<file path="src/rtl/alu_pkg.sv">
// Shared ALU constants: operand width, funct3 opcodes and the response-slot state encoding.
package alu_pkg;

    localparam int unsigned XLEN = 32;

    localparam logic [2:0] F3_ADD  = 3'd0;
    localparam logic [2:0] F3_SLL  = 3'd1;
    localparam logic [2:0] F3_SLT  = 3'd2;
    localparam logic [2:0] F3_SLTU = 3'd3;
    localparam logic [2:0] F3_XOR  = 3'd4;
    localparam logic [2:0] F3_SR   = 3'd5;
    localparam logic [2:0] F3_OR   = 3'd6;
    localparam logic [2:0] F3_AND  = 3'd7;

    typedef enum logic {
        ST_EMPTY = 1'b0,
        ST_FULL  = 1'b1
    } state_e;

endpackage

</file>
<file path="src/rtl/alu.sv">
// Combinational RV32I integer ALU; output is zero when alu_en is low.
module alu
    import alu_pkg::*;
(
    input  logic            alu_en,
    input  logic [XLEN-1:0] a,
    input  logic [XLEN-1:0] b,
    input  logic [2:0]      funct3,
    input  logic            funct7_4,
    input  logic            alu_imm,
    output logic [XLEN-1:0] alu_out
);

    logic [4:0] shamt;
    logic       lt_signed;
    logic       lt_unsigned;

    assign shamt       = b[4:0];
    assign lt_signed   = $signed(a) < $signed(b);
    assign lt_unsigned = a < b;

    always_comb begin
        alu_out = '0;
        if (alu_en) begin
            case (funct3)
                // ADDI has no SUB form, so funct7_4 only matters for register ops
                F3_ADD:  alu_out = (funct7_4 && !alu_imm) ? (a - b) : (a + b);
                F3_SLL:  alu_out = a << shamt;
                F3_SLT:  alu_out = {{(XLEN-1){1'b0}}, lt_signed};
                F3_SLTU: alu_out = {{(XLEN-1){1'b0}}, lt_unsigned};
                F3_XOR:  alu_out = a ^ b;
                F3_SR:   alu_out = funct7_4 ? $unsigned($signed(a) >>> shamt) : (a >> shamt);
                F3_OR:   alu_out = a | b;
                F3_AND:  alu_out = a & b;
                default: alu_out = '0;
            endcase
        end
    end

endmodule

</file>
<file path="src/rtl/alu_arbiter.sv">
// Round-robin sharing of one ALU between two valid/ready requesters, with a single
// registered response slot tagged by requester ID.
module alu_arbiter #(
    parameter int unsigned XLEN = 32
) (
    input  logic            clk,
    input  logic            rst,

    input  logic            req0_valid,
    output logic            req0_ready,
    input  logic [XLEN-1:0] req0_a,
    input  logic [XLEN-1:0] req0_b,
    input  logic [2:0]      req0_funct3,
    input  logic            req0_funct7_4,
    input  logic            req0_imm,

    input  logic            req1_valid,
    output logic            req1_ready,
    input  logic [XLEN-1:0] req1_a,
    input  logic [XLEN-1:0] req1_b,
    input  logic [2:0]      req1_funct3,
    input  logic            req1_funct7_4,
    input  logic            req1_imm,

    output logic            rsp_valid,
    output logic            rsp_id,
    output logic [XLEN-1:0] rsp_data,
    input  logic            rsp_ready
);

    import alu_pkg::*;

    state_e          state_q, state_d;
    logic            ptr_q, ptr_d;
    logic            rsp_id_q, rsp_id_d;
    logic [XLEN-1:0] rsp_data_q, rsp_data_d;

    logic            can_accept;
    logic            gnt_valid;
    logic            gnt_id;

    logic [XLEN-1:0] alu_a, alu_b, alu_out;
    logic [2:0]      alu_funct3;
    logic            alu_funct7_4, alu_imm;

    assign can_accept = (state_q == ST_EMPTY) || rsp_ready;
    // Reset suppresses the grant so nothing is accepted into a slot that is being cleared
    assign gnt_valid  = can_accept && !rst && (req0_valid || req1_valid);
    assign gnt_id     = (req0_valid && req1_valid) ? ptr_q : req1_valid;

    assign req0_ready = gnt_valid && !gnt_id;
    assign req1_ready = gnt_valid && gnt_id;

    assign alu_a        = gnt_id ? req1_a        : req0_a;
    assign alu_b        = gnt_id ? req1_b        : req0_b;
    assign alu_funct3   = gnt_id ? req1_funct3   : req0_funct3;
    assign alu_funct7_4 = gnt_id ? req1_funct7_4 : req0_funct7_4;
    assign alu_imm      = gnt_id ? req1_imm      : req0_imm;

    alu u_alu (
        .alu_en   (1'b1),
        .a        (alu_a),
        .b        (alu_b),
        .funct3   (alu_funct3),
        .funct7_4 (alu_funct7_4),
        .alu_imm  (alu_imm),
        .alu_out  (alu_out)
    );

    always_comb begin
        state_d    = state_q;
        ptr_d      = ptr_q;
        rsp_id_d   = rsp_id_q;
        rsp_data_d = rsp_data_q;
        if (gnt_valid) begin
            // A grant while FULL && rsp_ready overwrites the drained slot in the same edge
            state_d    = ST_FULL;
            rsp_data_d = alu_out;
            rsp_id_d   = gnt_id;
            ptr_d      = ~gnt_id;
        end else if ((state_q == ST_FULL) && rsp_ready) begin
            state_d = ST_EMPTY;
        end
    end

    always_ff @(posedge clk) begin
        if (rst) begin
            state_q    <= ST_EMPTY;
            ptr_q      <= 1'b0;
            rsp_id_q   <= 1'b0;
            rsp_data_q <= '0;
        end else begin
            state_q    <= state_d;
            ptr_q      <= ptr_d;
            rsp_id_q   <= rsp_id_d;
            rsp_data_q <= rsp_data_d;
        end
    end

    assign rsp_valid = (state_q == ST_FULL);
    assign rsp_id    = rsp_id_q;
    assign rsp_data  = rsp_data_q;

endmodule

</file>
<file path="config.mk">
export PLATFORM = sky130hd
export DESIGN_NAME = alu_arbiter
export DESIGN_NICKNAME = d
export VERILOG_FILES = /design/src/rtl/alu_pkg.sv /design/src/rtl/alu.sv /design/src/rtl/alu_arbiter.sv
export SDC_FILE = /design/constraint.sdc
export NUM_CORES = 1
export LEC_CHECK = 0
export ABC_AREA = 1
export CORE_ASPECT_RATIO = 1.5
export CORE_UTILIZATION = 45
export CTS_BUF_LIST = sky130_fd_sc_hd__clkbuf_4 sky130_fd_sc_hd__clkbuf_8
export CTS_CLUSTER_DIAMETER = 200
export CTS_CLUSTER_SIZE = 16
export DETAILED_ROUTE_END_ITERATION = 8
export PLACE_DENSITY = 0.79
export SYNTH_ARGS = -nofsm -noshare
export SYNTH_HDL_FRONTEND = slang
export SYNTH_HIERARCHICAL = 1
export SYNTH_SLANG_ARGS = --single-unit
</file>
<file path="constraint.sdc">
create_clock -name clk -period 6.2 [get_ports clk]
set_input_delay 1.24 -clock clk [delete_from_list [all_inputs] [get_ports clk]]
set_output_delay 1.24 -clock clk [all_outputs]
set_load 0.01 [all_outputs]
</file>
* Yosys cells after proc, flatten, opt, wreduce, memory -nomap -nowiden
Cells that the tools add are included.
Storage, ports and cells: flip-flop bits (word level) 35, output and inout port bits 36, word-level logic and storage cells 48, input bits 143
Operators by class: multiplexer cells 11, reduce and logical (&&, ||, !) cells 14, bitwise operators 5, order comparisons 2, $add $sub $neg 2, shift-type cells 3, equal/unequal tests 7
Operators with widths (count):
- case mux 32 bit (8 select lines) | 1
- two-way mux 32 bit | 4
- less-than comparator 32 bit | 2
- adder 32 bit | 1
- bitwise AND 32 bit | 1
- OR 32 bit | 1
- << shifter 32 x 5 -> 32 bit | 1
- >> shifter 32 x 5 -> 32 bit | 1
- >>> shifter 32 x 5 -> 32 bit | 1
- subtractor 32 bit | 1
- bitwise XOR 32 bit | 1
- == test 3 bit, second input constant | 4
- logical AND 1 bit | 7
- == test 3 x 2 -> 1 bit, second input constant | 2
- two-way mux 1 bit | 5
- == test 3 x 1 -> 1 bit, second input constant | 1
- logical NOT 1 bit | 3
- logical NOT 3 bit | 1
- two-way mux 3 bit | 1
- logical OR 1 bit | 2
- NOT 1 bit | 2
- nonzero test 2 bit | 1

* Longest topological paths before layout
depth after elaboration 7, gate-level depth with buffers 28

* By module
The synthesis kept the hierarchy.
By module, submodules not included:
- alu | area an instance 9764.4 um^2, times used 1, cells an instance 2020
- alu_arbiter | area an instance 2157.1 um^2, times used 1, cells an instance 383

* Least setup slack after synthesis
OpenSTA, ideal clock, no wires.
kind input-to-reg, start point input req1_valid, end point register rsp_data_q[25], in the netlist rsp_data[25], path slack 2272 ps, buffers on the path 3, arrival 3803 ps, cell stages on the path 26, library setup time 125 ps, cells stage by stage inv_1 > a21oi_4 > buf_2 > nand2_1 > nand2_1 > buf_2 > clkinv_1 > clkbuf_1 > ha_1 > inv_1 > nand2_1 > nand2_1 > inv_1 > nand3_1 > nand2_1 > nand2_1 > nand2_1 > nand3_1 > nand2_1 > nand2_1 > nand2_1 > nand3_1 > nand2_1 > inv_1 > inv_1 > o21ai_0
On the way: elaborated cells between the ends (all ways) 30
RTL lines:
- start, declared | RTL line alu_arbiter.sv:17 | input logic req1_valid,
- logical AND 1 bit | RTL line alu_arbiter.sv:49 | assign gnt_id = (req0_valid && req1_valid) ? ptr_q : req1_valid;
- two-way mux 1 bit * | RTL line alu_arbiter.sv:49
- two-way mux 32 bit * | RTL line alu_arbiter.sv:55 | assign alu_b = gnt_id ? req1_b : req0_b;
- net alu_b[4] | RTL line alu_arbiter.sv:42 | logic [XLEN-1:0] alu_a, alu_b, alu_out;
- adder 32 bit (tied with other cells) | RTL line alu.sv:27 | F3_ADD: alu_out = (funct7_4 && !alu_imm) ? (a - b) : (a + b);
- two-way mux 32 bit (on tied branches) | RTL line alu.sv:27, alu.sv:32
- case mux 32 bit (8 select lines) * | RTL line alu.sv:25 | case (funct3)
- net alu_out[25] | RTL line alu_arbiter.sv:42
- end signal, assigned | RTL line alu_arbiter.sv:96 | rsp_data_q <= rsp_data_d;
- end, declared | RTL line alu_arbiter.sv:36 | logic [XLEN-1:0] rsp_data_q, rsp_data_d;
Mark *: on every way through the listed nets, which the timed path passes. The rest lies on a longest branch. A chain may end at the register's enable or synchronous reset.

* Final worst setup path
start point input req0_valid, end point register rsp_data_q[21], in the netlist rsp_data[21]
On the way: elaborated cells between the ends (all ways) 30
RTL lines:
- start, declared | RTL line alu_arbiter.sv:9 | input logic req0_valid,
- logical AND 1 bit * | RTL line alu_arbiter.sv:49
- two-way mux 1 bit * | RTL line alu_arbiter.sv:49
- two-way mux 32 bit * | RTL line alu_arbiter.sv:55
- net alu_b[16] | RTL line alu_arbiter.sv:42
- adder 32 bit / subtractor 32 bit (equally long branches) | RTL line alu.sv:27
- two-way mux 32 bit * | RTL line alu.sv:27
- case mux 32 bit (8 select lines) * | RTL line alu.sv:25
- net alu_out[21] | RTL line alu_arbiter.sv:42
Marks and branches as above.

==> out/metrics.yaml <==
outcome:
  status: "finished, final reports clean"
logic_synthesis:
  synth_edf_count: 0
  synth_seq_cells: 35
  synth_ff_type: "dfxtp_1"
  ys_warn_count: 6
  yosys-top-cells-area: "nand2_1, nand3_1, ha_1, inv_1, dfxtp_1"
  netlist_area_um2: 11900
  synthCells: 2403
  synth_top_cell_area_share_pct: 28.6
  synth_async_sr_flop_share_pct: 0
  synth.distinct_cells: 45
  seq_area_frac_synth_pct: 5.88
  avgSynthCellArea_um2: 4.96
  synth_top_area_cell: "nand2_1"
  synth_fp_nets: 2645
critical_path:
  worst_setup_path_start_kind: "input pin"
  critPathKind: "in -> reg"
  cp-end-kind: "register"
  cp.required_ns: 6.43
  worst-path-max-fanout: 30
  cp.arrival_ns: 5.80
  r2r_slack_ns: 1.77
placed_design:
  gp_congestion: 1.09
  dp_hpwl_mm: 50.1
  port_buffers: 178
die:
  rows: 72
  core_area_um2: 25900
  dieWidth_um: 135
  pin_count: 179
  fp.dieH_um: 201
  start_util_pct: 45.9
  die_area_um2: 27200
cells_and_area:
  area_growth_pct: 16.2
  multi_input_area_um2: 9310
  nNetsFinal: 2740
  diodes: 0
  seqCellArea_um2: 701
  drive_above_1_share_pct: 3.08
  fill_cells: 2882
cts:
  cts_setup_buffers: 0
  cts_hold_buf: 0
  clock_path_buffers: 2
  ctsResizeCount: 0
  cts_tree: "yes"
  clk_pin_slew_worst_paths_ns: 0.08
  clk_latency_ns: 0.32
  cts_root_buffer: "clkbuf_8"
  htreeDepth: 2
  cts-buffers-inserted: 5
  clock_sinks: 35
worst_hold_path:
  worstHoldPathType: "reg -> reg"
timing:
  rsz0062_at_grt: "false"
  finalCritPeriodShare_pct: 89.8
  worst_pin_slew_ns: 0.848
  finalSetupViolations: 0
  max_slew_margin_pct: 43.0
  final_max_slew_viol_count: 0
  finalCriticalPeriod_ns: 5.57
  finClkSkew_ns: 0.0183
  fmax_ghz: 0.180
  hold_violations: 0
  setup_tns_ns: 0
global_route:
  grt_usage_pct: 44.9
  grt_max_degree: 71
  grt_pass1_wl_mm: 91.4
  grt_antenna_before_repair: 0
  grt_pass1_vias: 16107
  grt_overflow: 0
drt:
  totalWireLength_mm: 61.5
  dr_total_vias: 16516
  drc: 0
  routedWlPerCell_um: 21.7
  dr.pass1.iters: 7
  drt_first_iter_violations: 1599
  drtAntennaViolNets: 0
  via_per_inst: 5.83
power:
  peakVddDrop_mv: 0.0883
  power_per_cell_area_nw_per_um2: 179
  leakagePower_uw: 0.00739
  total_power_uw: 2470
flow_run:
  max_cap_viol_count: 0
## power breakdown
| part | total [uW] | leakage (uW) | internal [uW] | switching [uW] |
|---|---|---|---|---|
| sequential | 260 | 0.000286 | 246 | 14.3 |
| clock | 236 | 0.0000612 | 131 | 105 |
| combinational | 1980 | 0.00704 | 597 | 1380 |
## Yosys cell counts (2+ instances only)
cell and n:
nand2_1 908, nand3_1 357, inv_1 319, nor2_1 183
ha_1 97, a21oi_1 92, o21ai_0 85, buf_2 65
dfxtp_1 35, o21ai_1 35, clkbuf_1 28, inv_2 16
buf_4 14, nand4_1 14, nor3_1 14, o211ai_1 13
o22ai_1 13, a211oi_1 12, o21bai_1 12, and2_1 10
o221ai_1 9, buf_6 8, nand3b_1 7, o2111ai_1 7
a31oi_1 6, buf_1 5, o21a_1 5, o21ai_2 4
xor2_1 4, a221oi_1 3, clkbuf_2 3, nand3_2 3
nor3_2 3, fa_1 2, nor2_2 2
## kinds of logic after synthesis
logic type / Yosys count / synth area share (%)
buffers and inverters: 460 / 16.2
AOI/OAI and AO/OA: 301 / 14.7
and+or+nand+nor: 1503 / 52.5
xor gates and xnor gates: 4 / 0.294
adders and majority gates: 99 / 10.5
other: 1 / 0.0315
DFF: 35 / 5.88
## flip-flops by register name (all words and copies together) (netlist names)
| signal | flops |
|---|---|
| rsp_data | 32 |
| ptr_q | 1 |
| rsp_id | 1 |
| rsp_valid | 1 |
## stage by stage
stage / cells / setup slack, ns / cell area [um^2] / utilization, % / hold WS, ns
after global routing: 2832 / 0.389 / 13900 / 53.4 / 0.506
after floorplan: 2403 / 2.27 / 11900 / - / 0.498
after CTS: 2832 / 1.04 / 13900 / 53.4 / 0.485
after global placement: 2824 / 0.738 / 13700 / 52.9 / 0.467
final: 2832 / 0.632 / 13900 / 53.4 / 0.487
after detailed placement: 2824 / 0.722 / 13700 / 52.9 / 0.475
## routing by layer
layer | track usage [%] | vias up | share of wire, %
met2 | 76.7 | 883 | 48
met5 | 0 | - | 0
met3 | 6.50 | 315 | 7.3
li1 | - | 7825 | -
met4 | 38.4 | 0 | 9.9
met1 | 48.0 | 7493 | 35
## final timing paths
path                from      endpoint  cells after the start
max reg2reg        ptr_q  rsp_data[21]                     20
min reg2reg  rsp_data[8]   rsp_data[8]                      2
max           req0_valid  rsp_data[21]                     20
min          rsp_data[8]   rsp_data[8]                      2
## layout make-up
cell class	instances	area share (%)
repair buffers	211	14.7
flip-flops and latches	35	5.06
well taps	333	3.01
inverters	337	9.15
clock inverters	2	0.253
clock buffers	6	0.596
multi-input cells	1908	67.2
## critical path: stages
cell and delay (ns):
clkdlybuf4s50_1 0.55, a21oi_4 0.09, inv_2 0.43, buf_4 0.34, nand2_1 0.07, nand2_1 0.10, inv_1 0.07, ha_1 0.57
nand2_1 0.13, inv_1 0.11, nand2_1 0.07, nor3_1 0.65, nand3_1 0.14, nand3_1 0.24, xor2_1 0.11, nand2_1 0.07
nand2_1 0.05, a21oi_1 0.50, inv_1 0.08, o21ai_0 0.16
## cell usage in the layout (no fill, tap or decap), types with 3 or more instances in the layout
cell type | Yosys | layout
nand3b_1 | 7 | 7
o2111ai_1 | 7 | 7
a31oi_1 | 6 | 6
o211ai_1 | 13 | 13
nor3_1 | 14 | 14
o21ai_2 | 4 | 4
xor2_1 | 4 | 4
nand2_1 | 908 | 906
o21bai_1 | 12 | 12
o21ai_1 | 35 | 35
a221oi_1 | 3 | 3
a21oi_1 | 92 | 92
ha_1 | 97 | 97
a211oi_1 | 12 | 12
inv_1 | 319 | 319
clkdlybuf4s50_1 | 0 | 178
inv_2 | 16 | 16
buf_4 | 14 | 32
nand3_2 | 3 | 3
o21ai_0 | 85 | 85
nor2_2 | 2 | 3
nand4_1 | 14 | 14
nand3_1 | 357 | 357
dfxtp_1 | 35 | 35
o21a_1 | 5 | 5
o221ai_1 | 9 | 9
clkbuf_8 | 0 | 6
nor2_1 | 183 | 182
and2_1 | 10 | 10
o22ai_1 | 13 | 13
Power figures use the tool's default switching activity.
